`config.mk`:
```
export PLATFORM = sky130hd
export DESIGN_NAME = control_unit
export DESIGN_NICKNAME = d
export VERILOG_FILES = /design/src/rtl/control_unit.sv
export SDC_FILE = /design/constraint.sdc
export NUM_CORES = 1
export LEC_CHECK = 0
export CAP_MARGIN = 10
export CORE_MARGIN = 2
export CORE_UTILIZATION = 39
export DETAILED_ROUTE_END_ITERATION = 12
export PLACE_DENSITY = 0.78
export SYNTH_ARGS = -nofsm -noshare
export SYNTH_HDL_FRONTEND = slang
export SYNTH_SLANG_ARGS = --single-unit
```
`constraint.sdc`:
```
create_clock -name clk -period 3.6 [get_ports clk]
set_clock_uncertainty 0.2 [all_clocks]
set_input_delay 0.72 -clock clk [delete_from_list [all_inputs] [get_ports clk]]
set_output_delay 0.72 -clock clk [all_outputs]
set_load 0.05 [all_outputs]
```
`src/rtl/control_unit.sv`:
```
// Multi-cycle accumulator sequencer for the 16-bit Von Neumann processor.
// Fetches instructions and operands through one shared synchronous-read memory
// port, drives the ALU from ACC/MDR and latches its result and zero flag.
// All outputs are Moore: decoded from the state and the architectural registers.
module control_unit #(
  parameter int                ADDR_W   = 12,
  parameter int                DATA_W   = 16,
  parameter logic [ADDR_W-1:0] RESET_PC = '0
) (
  input  logic              clk,
  input  logic              rst,
  output logic [ADDR_W-1:0] mem_addr,
  output logic              mem_re,
  output logic              mem_we,
  output logic [DATA_W-1:0] mem_wdata,
  input  logic [DATA_W-1:0] mem_rdata,
  output logic [3:0]        alu_opcode,
  output logic [DATA_W-1:0] alu_a,
  output logic [DATA_W-1:0] alu_b,
  input  logic [DATA_W-1:0] alu_result,
  input  logic              alu_zero,
  output logic [DATA_W-1:0] acc_out,
  output logic [ADDR_W-1:0] pc_out,
  output logic              halted
);

  localparam logic [3:0] OP_ADD   = 4'b0001;
  localparam logic [3:0] OP_XOR   = 4'b0101;
  localparam logic [3:0] OP_NOT   = 4'b0110;
  localparam logic [3:0] OP_LOAD  = 4'b0111;
  localparam logic [3:0] OP_STORE = 4'b1000;
  localparam logic [3:0] OP_JMP   = 4'b1001;
  localparam logic [3:0] OP_JZ    = 4'b1010;
  localparam logic [3:0] OP_HALT  = 4'b1111;

  typedef enum logic [2:0] {
    S_FETCH, S_FETCH_WAIT, S_DECODE, S_OP_WAIT, S_EXECUTE, S_STORE, S_HALT
  } state_t;

  state_t            state_reg, state_next;
  logic [ADDR_W-1:0] pc_reg, pc_next;
  logic [DATA_W-1:0] ir_reg, ir_next;
  logic [DATA_W-1:0] mdr_reg, mdr_next;
  logic [DATA_W-1:0] acc_reg, acc_next;
  logic              z_reg, z_next;

  logic [3:0]        opcode;
  logic [ADDR_W-1:0] operand_addr;
  logic              reads_mem;

  assign opcode       = ir_reg[DATA_W-1 -: 4];
  assign operand_addr = ir_reg[ADDR_W-1:0];
  // Two-operand ALU ops and LOAD need M[a] in MDR before EXECUTE.
  assign reads_mem    = ((opcode >= OP_ADD) && (opcode <= OP_XOR)) || (opcode == OP_LOAD);

  // State and architectural register update; reset overrides every state.
  always_ff @(posedge clk) begin
    if (rst) begin
      state_reg <= S_FETCH;
      pc_reg    <= RESET_PC;
      ir_reg    <= '0;
      mdr_reg   <= '0;
      acc_reg   <= '0;
      z_reg     <= 1'b0;
    end else begin
      state_reg <= state_next;
      pc_reg    <= pc_next;
      ir_reg    <= ir_next;
      mdr_reg   <= mdr_next;
      acc_reg   <= acc_next;
      z_reg     <= z_next;
    end
  end

  // Next-state and register-next logic for the instruction sequence.
  always_comb begin
    state_next = state_reg;
    pc_next    = pc_reg;
    ir_next    = ir_reg;
    mdr_next   = mdr_reg;
    acc_next   = acc_reg;
    z_next     = z_reg;
    case (state_reg)
      S_FETCH: state_next = S_FETCH_WAIT;
      S_FETCH_WAIT: begin
        ir_next    = mem_rdata;
        pc_next    = pc_reg + 1'b1;
        state_next = S_DECODE;
      end
      S_DECODE: begin
        state_next = S_FETCH;
        if (reads_mem) begin
          state_next = S_OP_WAIT;
        end else begin
          case (opcode)
            OP_NOT:   state_next = S_EXECUTE;
            OP_STORE: state_next = S_STORE;
            OP_JMP:   pc_next = operand_addr;
            OP_JZ:    if (z_reg) pc_next = operand_addr;
            OP_HALT:  state_next = S_HALT;
            default:  state_next = S_FETCH;
          endcase
        end
      end
      S_OP_WAIT: begin
        mdr_next   = mem_rdata;
        state_next = S_EXECUTE;
      end
      S_EXECUTE: begin
        if (opcode == OP_LOAD) begin
          acc_next = mdr_reg;
          z_next   = (mdr_reg == '0);
        end else begin
          acc_next = alu_result;
          z_next   = alu_zero;
        end
        state_next = S_FETCH;
      end
      S_STORE: state_next = S_FETCH;
      S_HALT:  state_next = S_HALT;
      default: state_next = S_FETCH;
    endcase
  end

  // Moore output decode; the address bus idles on PC when not otherwise used.
  always_comb begin
    mem_addr   = pc_reg;
    mem_re     = 1'b0;
    mem_we     = 1'b0;
    alu_opcode = 4'b0000;
    halted     = 1'b0;
    case (state_reg)
      S_FETCH: mem_re = 1'b1;
      S_DECODE: begin
        if (reads_mem) begin
          mem_re   = 1'b1;
          mem_addr = operand_addr;
        end
      end
      S_EXECUTE: alu_opcode = (opcode == OP_LOAD) ? 4'b0000 : opcode;
      S_STORE: begin
        mem_we   = 1'b1;
        mem_addr = operand_addr;
      end
      S_HALT:  halted = 1'b1;
      default: ;
    endcase
  end

  assign mem_wdata = acc_reg;
  assign alu_a     = acc_reg;
  assign alu_b     = mdr_reg;
  assign acc_out   = acc_reg;
  assign pc_out    = pc_reg;

endmodule
```
==> results.md <==
- The flow ran to the end, and the final reports show no timing, DRC or antenna violations.
- The root cell of the clock tree is sky130_fd_sc_hd__clkbuf_8.
- Clock tree synthesis found a total of 64 sinks.
- In the post-synthesis netlist, the biggest area contributors are sky130_fd_sc_hd__dfxtp_1 (38%), sky130_fd_sc_hd__nand2_1 (9.9%), sky130_fd_sc_hd__buf_4 (7.6%), sky130_fd_sc_hd__a21oi_1 (7.3%), sky130_fd_sc_hd__mux2i_1 (5.1%).
- The area growth from synthesis to layout is 35.16%.
- Subtracting the final worst setup slack from the clock period gives around 3.4 ns.
- Hold repair after CTS inserted 0 buffers.
- The count of input and output buffers is approximately 130.
- The worst slew margin relative to its limit is 31.48%.
- The number of global-route vias before repair is about 2800.
- The wire-length estimate of the detail-placed layout is 6.559 mm.
- The synthesized flop and latch total is 64.
- Setup repair after global routing left no endpoint under its margin.
- STA classifies the critical path endpoint as a primary output.
- The die area is between 9000 and 10000 sq um.
- The top cell type by area accounts for 38.38% of the synthesized area.
- The net count after synthesis is 449.
- Entering global routing, the biggest net connects 43 pins.
- The first detailed-routing pass ran for 4 iterations.
- During synthesis, Yosys emitted a total of 0 warnings.
- The worst register-to-register path begins at state_reg[1].
- The y dimension of the die is 96.52 um.
- The category of the critical setup timing path is flip-flop to primary output.
- The commonest cells after synthesis are sky130_fd_sc_hd__nand2_1 (88), sky130_fd_sc_hd__dfxtp_1 (64), sky130_fd_sc_hd__a21oi_1 (49), sky130_fd_sc_hd__buf_4 (34), sky130_fd_sc_hd__nor2_1 (23).
- The combined area of all synthesized cells is 3338 sq um.
- The overall global routing resource usage is 19.01%.
- Summed over all instances, the cell type with the most area after synthesis is sky130_fd_sc_hd__dfxtp_1.
- The hold violation total from the final report is 0.
- The top flip-flop cell by instance count after synthesis is sky130_fd_sc_hd__dfxtp_1.
- The share of synthesized flip-flops with an asynchronous set or reset is 0%.
- The post-route fraction of the period consumed by the critical path is between 90% and 100%.
- Dividing total power by cell area gives a power density of a little under 400 nW/um^2.
- The share of the Yosys chip area taken by registers is 38.38%.
- In the routed design, unresolved DRC markers number 0.
- The launching instance or port of the critical path is ir_reg[13].
- STA classifies the critical path startpoint as a flip-flop.
- The initial utilization of the core area, before any placement, comes to slightly above 40%.
- The clock transition at the register clock pins on the worst setup and hold paths after CTS is 0.06 ns.
- Summed over all failing endpoints, the final setup total negative slack is 0 ns.
- Yosys mapped a number of flops with a built-in enable equal to 0.
- The final number of setup-violating endpoints is 0.
- In this run the most critical hold path is launched from ir_reg[1].
- STA puts the critical path data arrival time at 2.50 ns.
- The longest clock path from root to sink contains 2 buffers.
- The fraction of layout instances using a drive strength above 1 is 10.28%.
- 130 I/O pins were placed.
- The detail route stage leaves a number of antenna-violating nets equal to 0.
- The source-to-sink clock delay at the later pin of the worst-skew pair is 0.33 ns.
- The slack of the critical path is 0.1812 ns.
- Synthesis handed over a netlist of roughly 410 instances.
- Max-cap violations in this run came to 0.
- The count of buffers added by post-CTS timing repair for setup is 0.
- The routed wire length per instance is 14.94 um.
- After the first detailed-routing iteration, the DRC count stood at 179.
- The floorplan step defined a core boundary enclosing 8258 sq um.
- The via count is 3121.
- The final count of pins violating max slew is 0.
- The highest clock frequency the design can meet is 292.5 MHz.
- The per-cell via count in the routed design is 5.193.
- The wire length of the first global-routing pass is 13.77 mm.
- The number of gates resized after CTS is 0.
- Counting distinct cell types in the post-synthesis netlist gives between 40 and 50.
- The static leakage is roughly 1.7 nW.
- The layout has 798 filler cells.
- The required time of the critical path is 2.68 ns.
- TritonCTS created 9 clock buffers.
- The mean instance size in the synthesized netlist is 8.083 sq um.
- The floorplan die width is 96.52 um.
- The number of antenna cells inserted is 0.
- The routed design has 8.976 mm of wire.
- The most instantiated library cell after synthesis is sky130_fd_sc_hd__nand2_1.
- The congestion estimate from routability-driven global placement came to 0.8955.
- The CTS tree is yes.
- The number of H-tree levels is 3.
- The initial antenna violation count was 0.
- The path class of the lowest-slack min-delay path is flip-flop to flip-flop.
- The maximum vdd ir drop is 0.1771 mV.
- The worst setup slack before clock tree synthesis is 0.5289 ns.
- The number of cell rows is 33.
- For the pin with the worst max-slew slack, the measured transition is 1.024 ns.
- The maximum net fanout on the critical path is 10.
- The total congestion overflow is 0.
- The layout net count is 529.
worst max-delay path, cell delays in order (launching register included):
cell                              delay (ns)
sky130_fd_sc_hd__dfxtp_1                0.48
sky130_fd_sc_hd__or2_1                  0.17
sky130_fd_sc_hd__a21oi_1                0.08
sky130_fd_sc_hd__or2_2                  0.33
sky130_fd_sc_hd__a21boi_0               0.27
sky130_fd_sc_hd__clkdlybuf4s50_1        0.85
report_power, final:
part | switching, mW | internal [mW]
clock | 0.248 | 0.261
combinational | 0.272 | 0.157
sequential | 0.0532 | 0.746
per-layer routing:
metal / global-route usage, % / share of wire, % / wire length (um) / vias up
met5: 0 / 0 / 0 / -
met4: 7.277 / 0.89 / 80 / 0
met3: 3.569 / 7.5 / 673 / 7
met2: 30.67 / 45 / 4069 / 125
met1: 25.22 / 46 / 4152 / 1420
li1: - / - / - / 1569
cells in the final DEF, fill, tap and decap left out, types with 2 or more instances in the layout:
cell                              count
sky130_fd_sc_hd__clkdlybuf4s50_1    113
sky130_fd_sc_hd__nand2_1             88
sky130_fd_sc_hd__dfxtp_1             64
sky130_fd_sc_hd__a21oi_1             49
sky130_fd_sc_hd__nor2_1              23
sky130_fd_sc_hd__buf_4               19
sky130_fd_sc_hd__a211oi_1            17
sky130_fd_sc_hd__mux2i_1             17
sky130_fd_sc_hd__mux2_2              12
sky130_fd_sc_hd__o21ai_0             12
sky130_fd_sc_hd__clkbuf_8            10
sky130_fd_sc_hd__nor4_1               6
sky130_fd_sc_hd__nand3_1              5
sky130_fd_sc_hd__nor2b_1              4
sky130_fd_sc_hd__and2_1               4
sky130_fd_sc_hd__o31ai_1              4
sky130_fd_sc_hd__and3b_1              3
sky130_fd_sc_hd__and3_1               3
sky130_fd_sc_hd__inv_1                3
sky130_fd_sc_hd__clkbuf_1             3
sky130_fd_sc_hd__or2_2                2
sky130_fd_sc_hd__nor3b_2              2
sky130_fd_sc_hd__a211o_1              2
sky130_fd_sc_hd__or4_1                2
sky130_fd_sc_hd__o311ai_0             2
sky130_fd_sc_hd__nand4_1              2
sky130_fd_sc_hd__o21a_1               2
sky130_fd_sc_hd__nor3_1               2
sky130_fd_sc_hd__o41ai_1              2
metrics by stage:
step	power [mW]	hold WS [ns]	instance area [sq um]	instances	utilization [%]
global placement	1.237	0.2645	4358	587	52.77
global route	1.822	0.3017	4512	601	54.64
finish	1.738	0.2740	4512	601	54.64
floorplan	1.116	0.2413	3338	413	-
detailed placement	1.245	0.2684	4358	587	52.77
CTS	1.758	0.2770	4512	601	54.64
cell families (layout without fill, tap and decap cells):
| group | after synthesis | count (layout) | share of synthesized area [%] |
|---|---|---|---|
| mux | 29 | 29 | 9.145 |
| compound gates | 98 | 98 | 18.44 |
| fa+ha+maj | 1 | 1 | 0.3748 |
| flops | 64 | 64 | 38.38 |
| simple gates | 154 | 154 | 21.48 |
| buf+inv | 67 | 150 | 12.18 |
worst paths after layout:
| check | end | slack, ns | cells after the start |
|---|---|---|---|
| setup / recovery | mem_re | 0.18 | 5 |
| hold / removal | ir_reg[1] | 0.27 | 2 |
| setup reg to reg | pc_out[5] | 0.98 | 5 |
| hold reg to reg | ir_reg[1] | 0.27 | 2 |
layout make-up:
cell class / count / area, sq um / share of cell area (%)
Multi-Input combinational cell: 282 / 1655 / 36.69
Inverter: 3 / 11.26 / 0.2496
Clock inverter: 1 / 5.005 / 0.1109
Timing Repair Buffer: 133 / 1279 / 28.34
Clock buffer: 13 / 148.9 / 3.300
Tap cell: 105 / 131.4 / 2.912
Sequential cell: 64 / 1281 / 28.40
Power figures use the tool's default switching activity.
